**config.mk**
```make
export PLATFORM = sky130hd
export DESIGN_NAME = prog_mem_loader_flat
export DESIGN_NICKNAME = d
export VERILOG_FILES = /design/src/rtl/prog_mem_pkg.sv /design/src/rtl/prog_mem_loader_if.sv /design/src/rtl/prog_ram.sv /design/src/rtl/prog_mem_loader.sv /design/src/flat_wrapper.sv
export SDC_FILE = /design/constraint.sdc
export NUM_CORES = 2
export LEC_CHECK = 0
export BUFFER_PORTS_ARGS = -buffer_cell sky130_fd_sc_hd__buf_2
export CAP_MARGIN = 25
export CORE_UTILIZATION = 57
export CTS_CLUSTER_DIAMETER = 40
export DETAILED_ROUTE_END_ITERATION = 8
export PLACE_DENSITY = 0.7
export SLEW_MARGIN = 40
export SYNTH_ARGS = -nofsm -noshare
export SYNTH_HDL_FRONTEND = slang
export SYNTH_HIERARCHICAL = 1
export SYNTH_SLANG_ARGS = --single-unit
```
**constraint.sdc**
```tcl
create_clock -name clk -period 3.2 [get_ports clk]
set_clock_uncertainty 0.05 [all_clocks]
set_input_delay 0.32 -clock clk [delete_from_list [all_inputs] [get_ports clk]]
set_output_delay 0.32 -clock clk [all_outputs]
set_load 0.005 [all_outputs]
```
**src/rtl/prog_mem_pkg.sv**
```systemverilog
// Shared types and defaults for the program-memory loader.
// Optional feature macro: PROG_MEM_CHECKSUM_EN (adds the ld_sum output).
package prog_mem_pkg;

  localparam int ADDR_W_DEF = 8;
  localparam int DATA_W_DEF = 8;

  // Wide enough for any DATA_W; narrowed at the point of use.
  localparam logic [63:0] NOP = 64'h0;

  typedef enum logic [1:0] {
    ST_IDLE = 2'd0,
    ST_LOAD = 2'd1,
    ST_DONE = 2'd2,
    ST_RUN  = 2'd3
  } state_t;

endpackage

```
**src/rtl/prog_mem_loader_if.sv**
```systemverilog
// Load-stream and fetch bus between the host/CPU side and the loader.
// ld_sum exists only when PROG_MEM_CHECKSUM_EN is defined.
interface prog_mem_loader_if
  import prog_mem_pkg::*;
#(
  parameter int ADDR_W = ADDR_W_DEF,
  parameter int DATA_W = DATA_W_DEF
);

  logic              ld_start;
  logic              ld_valid;
  logic [DATA_W-1:0] ld_data;
  logic              ld_last;
  logic              ld_ready;
  logic              ld_done;
  logic              cpu_run;
  logic [ADDR_W-1:0] pc;
  logic              fetch_req;
  logic [DATA_W-1:0] op_code;
  logic              op_valid;
  logic [ADDR_W:0]   prog_len;
`ifdef PROG_MEM_CHECKSUM_EN
  logic [DATA_W-1:0] ld_sum;
`endif

  modport master (
    output ld_start, ld_valid, ld_data, ld_last, pc, fetch_req,
    input  ld_ready, ld_done, cpu_run, op_code, op_valid, prog_len
`ifdef PROG_MEM_CHECKSUM_EN
    , input ld_sum
`endif
  );

  modport slave (
    input  ld_start, ld_valid, ld_data, ld_last, pc, fetch_req,
    output ld_ready, ld_done, cpu_run, op_code, op_valid, prog_len
`ifdef PROG_MEM_CHECKSUM_EN
    , output ld_sum
`endif
  );

endinterface

```
**src/rtl/prog_ram.sv**
```systemverilog
// Simple dual-port program RAM: synchronous write, registered read.
module prog_ram #(
  parameter int ADDR_W = 8,
  parameter int DATA_W = 8
) (
  input  logic              clk,
  input  logic              we_i,
  input  logic [ADDR_W-1:0] waddr_i,
  input  logic [DATA_W-1:0] wdata_i,
  input  logic              re_i,
  input  logic [ADDR_W-1:0] raddr_i,
  output logic [DATA_W-1:0] rdata_o
);

  logic [DATA_W-1:0] mem [2**ADDR_W];
  logic [DATA_W-1:0] rdata_q;

  always_ff @(posedge clk) begin
    if (we_i) mem[waddr_i] <= wdata_i;
    if (re_i) rdata_q <= mem[raddr_i];
  end

  assign rdata_o = rdata_q;

endmodule

```
**src/rtl/prog_mem_loader.sv**
```systemverilog
// Loads a program word stream into RAM, then releases the CPU and serves fetches.
// Define PROG_MEM_CHECKSUM_EN to add the running ld_sum checksum output.
module prog_mem_loader
  import prog_mem_pkg::*;
#(
  parameter int ADDR_W = ADDR_W_DEF,
  parameter int DATA_W = DATA_W_DEF
) (
  input logic              clk,
  input logic              rst,
  prog_mem_loader_if.slave bus
);

  state_t            state_q;
  logic [ADDR_W-1:0] wr_ptr_q;
  logic [ADDR_W:0]   prog_len_q;
  logic              ld_ready_q;
  logic              ld_done_q;
  logic              cpu_run_q;
  logic              op_valid_q;
  logic              nop_q;
  logic [DATA_W-1:0] rd_data;
`ifdef PROG_MEM_CHECKSUM_EN
  logic [DATA_W-1:0] ld_sum_q;
`endif

  logic accept;
  logic wr_en;
  logic fetch_ok;
  logic mem_full;

  assign accept   = ld_ready_q & bus.ld_valid;
  // A restart in the same cycle wins over the word on the bus.
  assign wr_en    = accept & ~bus.ld_start;
  assign fetch_ok = cpu_run_q & bus.fetch_req;
  assign mem_full = (wr_ptr_q == {ADDR_W{1'b1}});

  prog_ram #(
    .ADDR_W (ADDR_W),
    .DATA_W (DATA_W)
  ) u_ram (
    .clk     (clk),
    .we_i    (wr_en),
    .waddr_i (wr_ptr_q),
    .wdata_i (bus.ld_data),
    .re_i    (fetch_ok),
    .raddr_i (bus.pc),
    .rdata_o (rd_data)
  );

  always_ff @(posedge clk or posedge rst) begin
    if (rst) begin
      state_q    <= ST_IDLE;
      wr_ptr_q   <= '0;
      prog_len_q <= '0;
      ld_ready_q <= 1'b0;
      ld_done_q  <= 1'b0;
      cpu_run_q  <= 1'b0;
      op_valid_q <= 1'b0;
      nop_q      <= 1'b1;
`ifdef PROG_MEM_CHECKSUM_EN
      ld_sum_q   <= '0;
`endif
    end else begin
      // Fetch path runs independently so a fetch issued alongside ld_start completes.
      op_valid_q <= fetch_ok;
      if (fetch_ok) nop_q <= ({1'b0, bus.pc} >= prog_len_q);
      ld_done_q <= 1'b0;

      if (bus.ld_start) begin
        state_q    <= ST_LOAD;
        ld_ready_q <= 1'b1;
        cpu_run_q  <= 1'b0;
        wr_ptr_q   <= '0;
        prog_len_q <= '0;
`ifdef PROG_MEM_CHECKSUM_EN
        ld_sum_q   <= '0;
`endif
      end else begin
        case (state_q)
          ST_LOAD: begin
            if (accept) begin
              wr_ptr_q   <= wr_ptr_q + 1'b1;
              prog_len_q <= prog_len_q + 1'b1;
`ifdef PROG_MEM_CHECKSUM_EN
              ld_sum_q   <= ld_sum_q + bus.ld_data;
`endif
              if (bus.ld_last || mem_full) begin
                state_q    <= ST_DONE;
                ld_ready_q <= 1'b0;
                ld_done_q  <= 1'b1;
              end
            end
          end
          ST_DONE: begin
            state_q   <= ST_RUN;
            cpu_run_q <= 1'b1;
          end
          default: ;
        endcase
      end
    end
  end

  assign bus.ld_ready = ld_ready_q;
  assign bus.ld_done  = ld_done_q;
  assign bus.cpu_run  = cpu_run_q;
  assign bus.op_valid = op_valid_q;
  assign bus.op_code  = (op_valid_q && !nop_q) ? rd_data : DATA_W'(NOP);
  assign bus.prog_len = prog_len_q;
`ifdef PROG_MEM_CHECKSUM_EN
  assign bus.ld_sum   = ld_sum_q;
`endif

endmodule

```
**src/flat_wrapper.sv**
```systemverilog
// flat-port wrapper written by rule: the top's interface ports become plain ports
module prog_mem_loader_flat import prog_mem_pkg::*;
#(
  parameter int ADDR_W = ADDR_W_DEF,
  parameter int DATA_W = DATA_W_DEF
)
  (clk, rst, bus_ld_start, bus_ld_valid, bus_ld_data, bus_ld_last, bus_pc, bus_fetch_req, bus_ld_ready, bus_ld_done, bus_cpu_run, bus_op_code, bus_op_valid, bus_prog_len);
  prog_mem_loader_if #(.ADDR_W(ADDR_W), .DATA_W(DATA_W)) bus_i ();
  input logic clk;
  input logic rst;
  input wire logic [$bits(bus_i.ld_start)-1:0] bus_ld_start;
  input wire logic [$bits(bus_i.ld_valid)-1:0] bus_ld_valid;
  input wire logic [$bits(bus_i.ld_data)-1:0] bus_ld_data;
  input wire logic [$bits(bus_i.ld_last)-1:0] bus_ld_last;
  input wire logic [$bits(bus_i.pc)-1:0] bus_pc;
  input wire logic [$bits(bus_i.fetch_req)-1:0] bus_fetch_req;
  output wire logic [$bits(bus_i.ld_ready)-1:0] bus_ld_ready;
  output wire logic [$bits(bus_i.ld_done)-1:0] bus_ld_done;
  output wire logic [$bits(bus_i.cpu_run)-1:0] bus_cpu_run;
  output wire logic [$bits(bus_i.op_code)-1:0] bus_op_code;
  output wire logic [$bits(bus_i.op_valid)-1:0] bus_op_valid;
  output wire logic [$bits(bus_i.prog_len)-1:0] bus_prog_len;
  assign bus_i.ld_start = bus_ld_start;
  assign bus_i.ld_valid = bus_ld_valid;
  assign bus_i.ld_data = bus_ld_data;
  assign bus_i.ld_last = bus_ld_last;
  assign bus_i.pc = bus_pc;
  assign bus_i.fetch_req = bus_fetch_req;
  assign bus_ld_ready = bus_i.ld_ready;
  assign bus_ld_done = bus_i.ld_done;
  assign bus_cpu_run = bus_i.cpu_run;
  assign bus_op_code = bus_i.op_code;
  assign bus_op_valid = bus_i.op_valid;
  assign bus_prog_len = bus_i.prog_len;
  prog_mem_loader #(.ADDR_W(ADDR_W), .DATA_W(DATA_W)) u_core (.clk(clk), .rst(rst), .bus(bus_i));
endmodule
```
## Word level (Yosys, flattened, before mapping)

Memory sizes are Yosys's and may differ from the RTL's. A register that Yosys moved wholly into a read port is not among the register bits.
Cells that the tools add are included.

| storage, ports and cells | value |
|---|---|
| register bits after elaboration | 24 |
| bits in latches | 0 |
| memories kept | 1 |
| memory bits (read-only) | 0 |
| bits in writable memories | 2048 |

| cells by class | value |
|---|---|
| div/mod/pow operators | 0 |
| multiplexer cells | 23 |
| eq/ne operators | 5 |
| $add $sub $neg | 2 |
| reduce and logical (&&, ||, !) cells | 11 |
| shift operators | 0 |
| multiply operators | 0 |
| bitwise operators | 4 |
| order comparisons | 1 |

Memories:

| memory | depth | width | rd ports | clocked after memory_dff | write ports | line | source |
|---|---|---|---|---|---|---|---|
| u_core.u_ram.mem | 256 | 8 | 1 | 1 | 1 | prog_ram.sv:15 | `logic [DATA_W-1:0] mem [2**ADDR_W];` |

Operators with widths:

| operator | number |
|---|---|
| two-way mux 8 bit | 4 |
| two-way mux 9 bit | 3 |
| two-way mux 1 bit | 12 |
| adder 9 x 1 -> 9 bit, second input constant | 1 |
| greater-or-equal comparator 8 x 9 -> 1 bit | 1 |
| adder 8 x 1 -> 8 bit, second input constant | 1 |
| == test 8 bit, second input constant | 1 |
| nonzero test 2 bit | 4 |
| two-way mux 2 bit | 3 |
| inequality test 3 x 2 -> 1 bit, second input constant | 2 |
| AND reduction 3 bit | 2 |
| case mux 2 bit (2 select lines) | 1 |
| AND 1 bit | 3 |
| nonzero test 3 bit | 1 |
| == test 2 x 1 -> 1 bit, second input constant | 1 |
| == test 2 bit, second input constant | 1 |
| AND reduction 2 bit | 1 |
| logical AND 1 bit | 1 |
| zero test 1 bit | 1 |
| logical OR 1 bit | 1 |
| inverter 1 bit | 1 |

## Logic depth before layout (Yosys ltp)

| depth | value |
|---|---|
| depth in word-level cells | 6 |
| depth in mapped cells | 11 |
| depth with buffers taken out | 6 |

## By module

Netlist, hierarchy kept.

By module, submodules not included:

| module | instances | area an instance (um^2) | cells an instance | sequential area each (um^2) |
|---|---|---|---|---|
| prog_ram | 1 | 79636.4 | 3733 | 61739.2 |
| prog_mem_loader | 1 | 1360.1 | 146 | 601.8 |

## Worst setup path after synthesis

No wires, ideal clock.

| timing path | value |
|---|---|
| path kind | input port to flip-flop |
| start point | input port bus_ld_start |
| end point | memory u_core.u_ram.mem[234][0] (enable) |
| slack | 0.656 ns |
| arrival | 2.124 ns |
| path buffers | 5 |
| stages | 8 |
| cells stage by stage | clkbuf_1 clkbuf_1 nor2_1 clkbuf_1 buf_1 nand3_1 clkbuf_1 nor2_1 |

| on the way | value |
|---|---|
| cells in the longest elaborated chain, start to end | 4 |

RTL lines:

| element | line | source |
|---|---|---|
| from (decl) | flat_wrapper.sv:11 | `input wire logic [$bits(bus_i.ld_start)-1:0] bus_ld_start;` |
| inverter 1 bit | prog_mem_loader.sv:34 | `assign wr_en = accept & ~bus.ld_start;` |
| AND 1 bit | prog_mem_loader.sv:34 |  |
| named net u_core.wr_en | prog_mem_loader.sv:28 | `logic wr_en;` |
| two-way mux 1 bit | prog_ram.sv:19 | `if (we_i) mem[waddr_i] <= wdata_i;` |
| two-way mux 1 bit (implied by the code) | prog_ram.sv:19 |  |
| to (decl) | prog_ram.sv:15 |  |

The timed path passes the listed nets, and every way through them passes these cells.

==> results_dict.tcl <==
set metrics [dict create \
    status "finished, final reports clean" \
    power.density_nw_per_um2 627 \
    synth_flop_cell "edfxtp_1" \
    final.setup.tns_ps 0 \
    power_leakage_nw 30.7 \
    cp_slowest_cell "nor3_1" \
    drc_errors 0 \
    ios 43 \
    relSlewSlack_pct 40.1 \
    core_area_um2 140000 \
    vias 42376 \
    ant_nets 0 \
    dieArea_um2 144000 \
    gp_congestion 0.910 \
    startpoint_type "register" \
    drv_cap 0 \
    syn_to_final_growth_pct 16.8 \
    dp_hpwl_um 129000 \
    critPathKind "reg -> reg" \
    synthCells 3879 \
    die_h_um 379 \
    syn_avg_cell_area_um2 20.9 \
    path_common_cell "mux4_2" \
    cp_slowest_stage_delay_ps 680 \
    worst_ep_arrival_time_ps 3370 \
    path_cells "mux4_2, mux4_2, nor2_1, a2111oi_1, buf_4, nor3_1, nor4_1" \
    cts_setup_buffers 0 \
    grt_usage_pct 28.8 \
    dr.pass1.iters 6 \
    min_period_ps 2840 \
    final_common_cell "edfxtp_1" \
    cts_repair_resize_count 0 \
    start_util_pct 57.8 \
    fp.dieW_um 379 \
    peakVddDrop_v 0.000579 \
    rows 137 \
    syn-num-nets 3911 \
    rsz0062_at_grt "no" \
    setup_viol 0 \
    synth_cell_type_count 68 \
    final_cell_mix "edfxtp_1, buf_4, mux4_2" \
    synth-warning-count 6 \
    fin_crit_sh_pct 88.9 \
    synth_edf_count 2056 \
    htreeDepth 4 \
    grt_pass1_wl_um 293000 \
    maxSlewViolCount 0 \
    num-nets-final 4466 \
    synth_area_um2 81000 \
    portBuffers 42 \
    grt_pass1_vias 41777 \
    grt-ovfl-total 0 \
    drive_above_1_share_pct 30.3 \
    antenna_found_initial 5 \
    wl_um 203000 \
    hp-class "in -> reg" \
    ys_seq_area_share_pct 77.0 \
    drt_iter0_markers 5511 \
    crit_required_ps 3730 \
    numCtsBuffers 231 \
    hold_viol_final 0 \
    clockBufferDepth 3 \
    crit_path_max_fanout 1 \
    clk_latency_ps 860 \
    cts_tree "yes" \
    grt_max_degree 104 \
    clk_pin_slew_worst_paths_ps 60 \
    tightest_slew_ps 899 \
    async_reset_ff_share_pct 1.15 \
    cts_sinks 2080 \
    synth-seq-cells 2080 \
    routed_via_density 6.50 \
    fin_hold_ws_ps 47.4 \
    clock.fmax_mhz 352 \
    end_kind "register" \
    cts_root_buf "clkbuf_16" \
    wl_per_cell_um 31.1 \
]
==> sequential cells by signal, summed over array words and instances (netlist names) <==
register              cells
u_core/bus.op_valid       1
u_core/bus.ld_ready       1
u_core/bus.cpu_run        1
u_core/nop_q              1
u_core/wr_ptr_q           8
u_core/u_ram/mem       2048
u_core/bus.ld_done        1
u_core/state_q            2
u_core/u_ram/rdata_o      8
u_core/bus.prog_len       9
==> where the power goes <==
part	total (mW)	switching [mW]	internal, mW
Sequential	30.0	0.0273	30.0
Combinational	2.85	1.79	1.07
Clock	26.5	11.1	15.4
==> final cells by class <==
class,instances,area (um^2)
repair buffers,560,4850
fillers,8808,45600
well taps,1876,2350
diodes,4,10.0
inverters,13,48.8
flip-flops and latches,2080,62300
clock inverters,165,1850
clock buffers,270,5950
multi-input cells,1548,17200
==> per-stage QoR <==
stage	instance area (um^2)	util, %	setup WS (ps)	total power [mW]	instances
final	94600	67.5	356	59.4	6516
after global routing	94600	67.5	303	60.8	6512
after CTS	94600	67.5	363	59.7	6512
after detailed placement	86700	61.8	-242	33.4	6069
after global placement	86700	61.8	-579	33.3	6067
after floorplan	81000	-	656	32.0	3879
==> timing repair <==
action | 4_1_cts | 5_1_grt
setup endpoints to repair | 0 | 0
hold buffers | 8 | 0
endpoints found under the hold margin | 91 | 0
==> cell usage after synthesis, types with 3 or more instances <==
cell type | number | area [um^2]
nand3_1 | 39 | 195
and3_1 | 3 | 18.8
a22oi_1 | 133 | 998
dfrtp_1 | 23 | 576
ha_1 | 10 | 125
and2_1 | 16 | 100
nand4_1 | 18 | 113
a221oi_1 | 13 | 114
clkbuf_1 | 114 | 428
xnor2_1 | 7 | 61.3
o22ai_1 | 28 | 175
buf_4 | 29 | 218
xor2_1 | 6 | 52.6
inv_1 | 12 | 45.0
mux4_2 | 454 | 10200
buf_8 | 13 | 195
nor3_1 | 25 | 125
a21oi_1 | 103 | 515
buf_6 | 21 | 236
buf_1 | 22 | 82.6
nand2_1 | 42 | 158
a41oi_1 | 3 | 26.3
nor4_2 | 3 | 37.5
nor4_1 | 25 | 156
o22a_1 | 5 | 43.8
nand2b_1 | 8 | 50.1
buf_12 | 8 | 160
nor2_1 | 302 | 1130
mux2i_1 | 134 | 1340
o211ai_1 | 10 | 75.1
o21ai_0 | 13 | 65.1
buf_2 | 31 | 155
a211oi_1 | 16 | 120
or2_2 | 4 | 25.0
o32ai_1 | 4 | 35.0
o221ai_1 | 47 | 412
nor2b_1 | 33 | 206
a22o_1 | 8 | 70.1
edfxtp_1 | 2056 | 61700
==> worst max-delay path, delay by kind of cell (launching register included) <==
kind / cells / cell delay [ps]
compound gates: 1 / 60
buf+inv: 1 / 170
flops: 1 / 370
mux: 2 / 990
simple gates: 3 / 910
==> logic make-up (layout without fill, tap and decap cells) <==
kind of cell	Yosys count	count (layout)	synth area share [%]
other cells	0	4	0
xor+xnor	13	13	0.141
simple gates	532	532	3.00
mux	591	591	14.4
flops	2080	2080	77.0
buf+inv	251	1008	1.88
fa+ha+maj	10	10	0.154
compound gates	402	402	3.49
==> worst paths after layout <==
kind                       depth (start not counted)                                from  slack (ps)                                 end
max                                                7  u_core/u_ram/mem[136][4]$_DFFE_PP_         360   u_core/u_ram/rdata_o[4]$_DFFE_PP_
min                                                1                      bus_ld_data[1]          50   u_core/u_ram/mem[66][1]$_DFFE_PP_
max reg2reg                                        7  u_core/u_ram/mem[136][4]$_DFFE_PP_         360   u_core/u_ram/rdata_o[4]$_DFFE_PP_
min reg2reg                                        2            u_core/nop_q$_DFFE_PP1P_         460            u_core/nop_q$_DFFE_PP1P_
max in group asynchronous                          4                                 rst        2090  u_core/bus.prog_len[6]$_DFFE_PP0P_
min in group asynchronous                          4                                 rst         610       u_core/state_q[0]$_DFFE_PP0P_
==> layer usage <==
| layer | global-route usage, % | up-vias | wire length [um] |
|---|---|---|---|
| met5 | 0 | - | 7 |
| met4 | 9.95 | 2 | 7110 |
| met3 | 5.67 | 371 | 21500 |
| met2 | 44.4 | 2416 | 95600 |
| met1 | 41.8 | 22215 | 78500 |
| li1 | - | 17372 | - |
No activity file was read; power rests on OpenSTA's default activity.
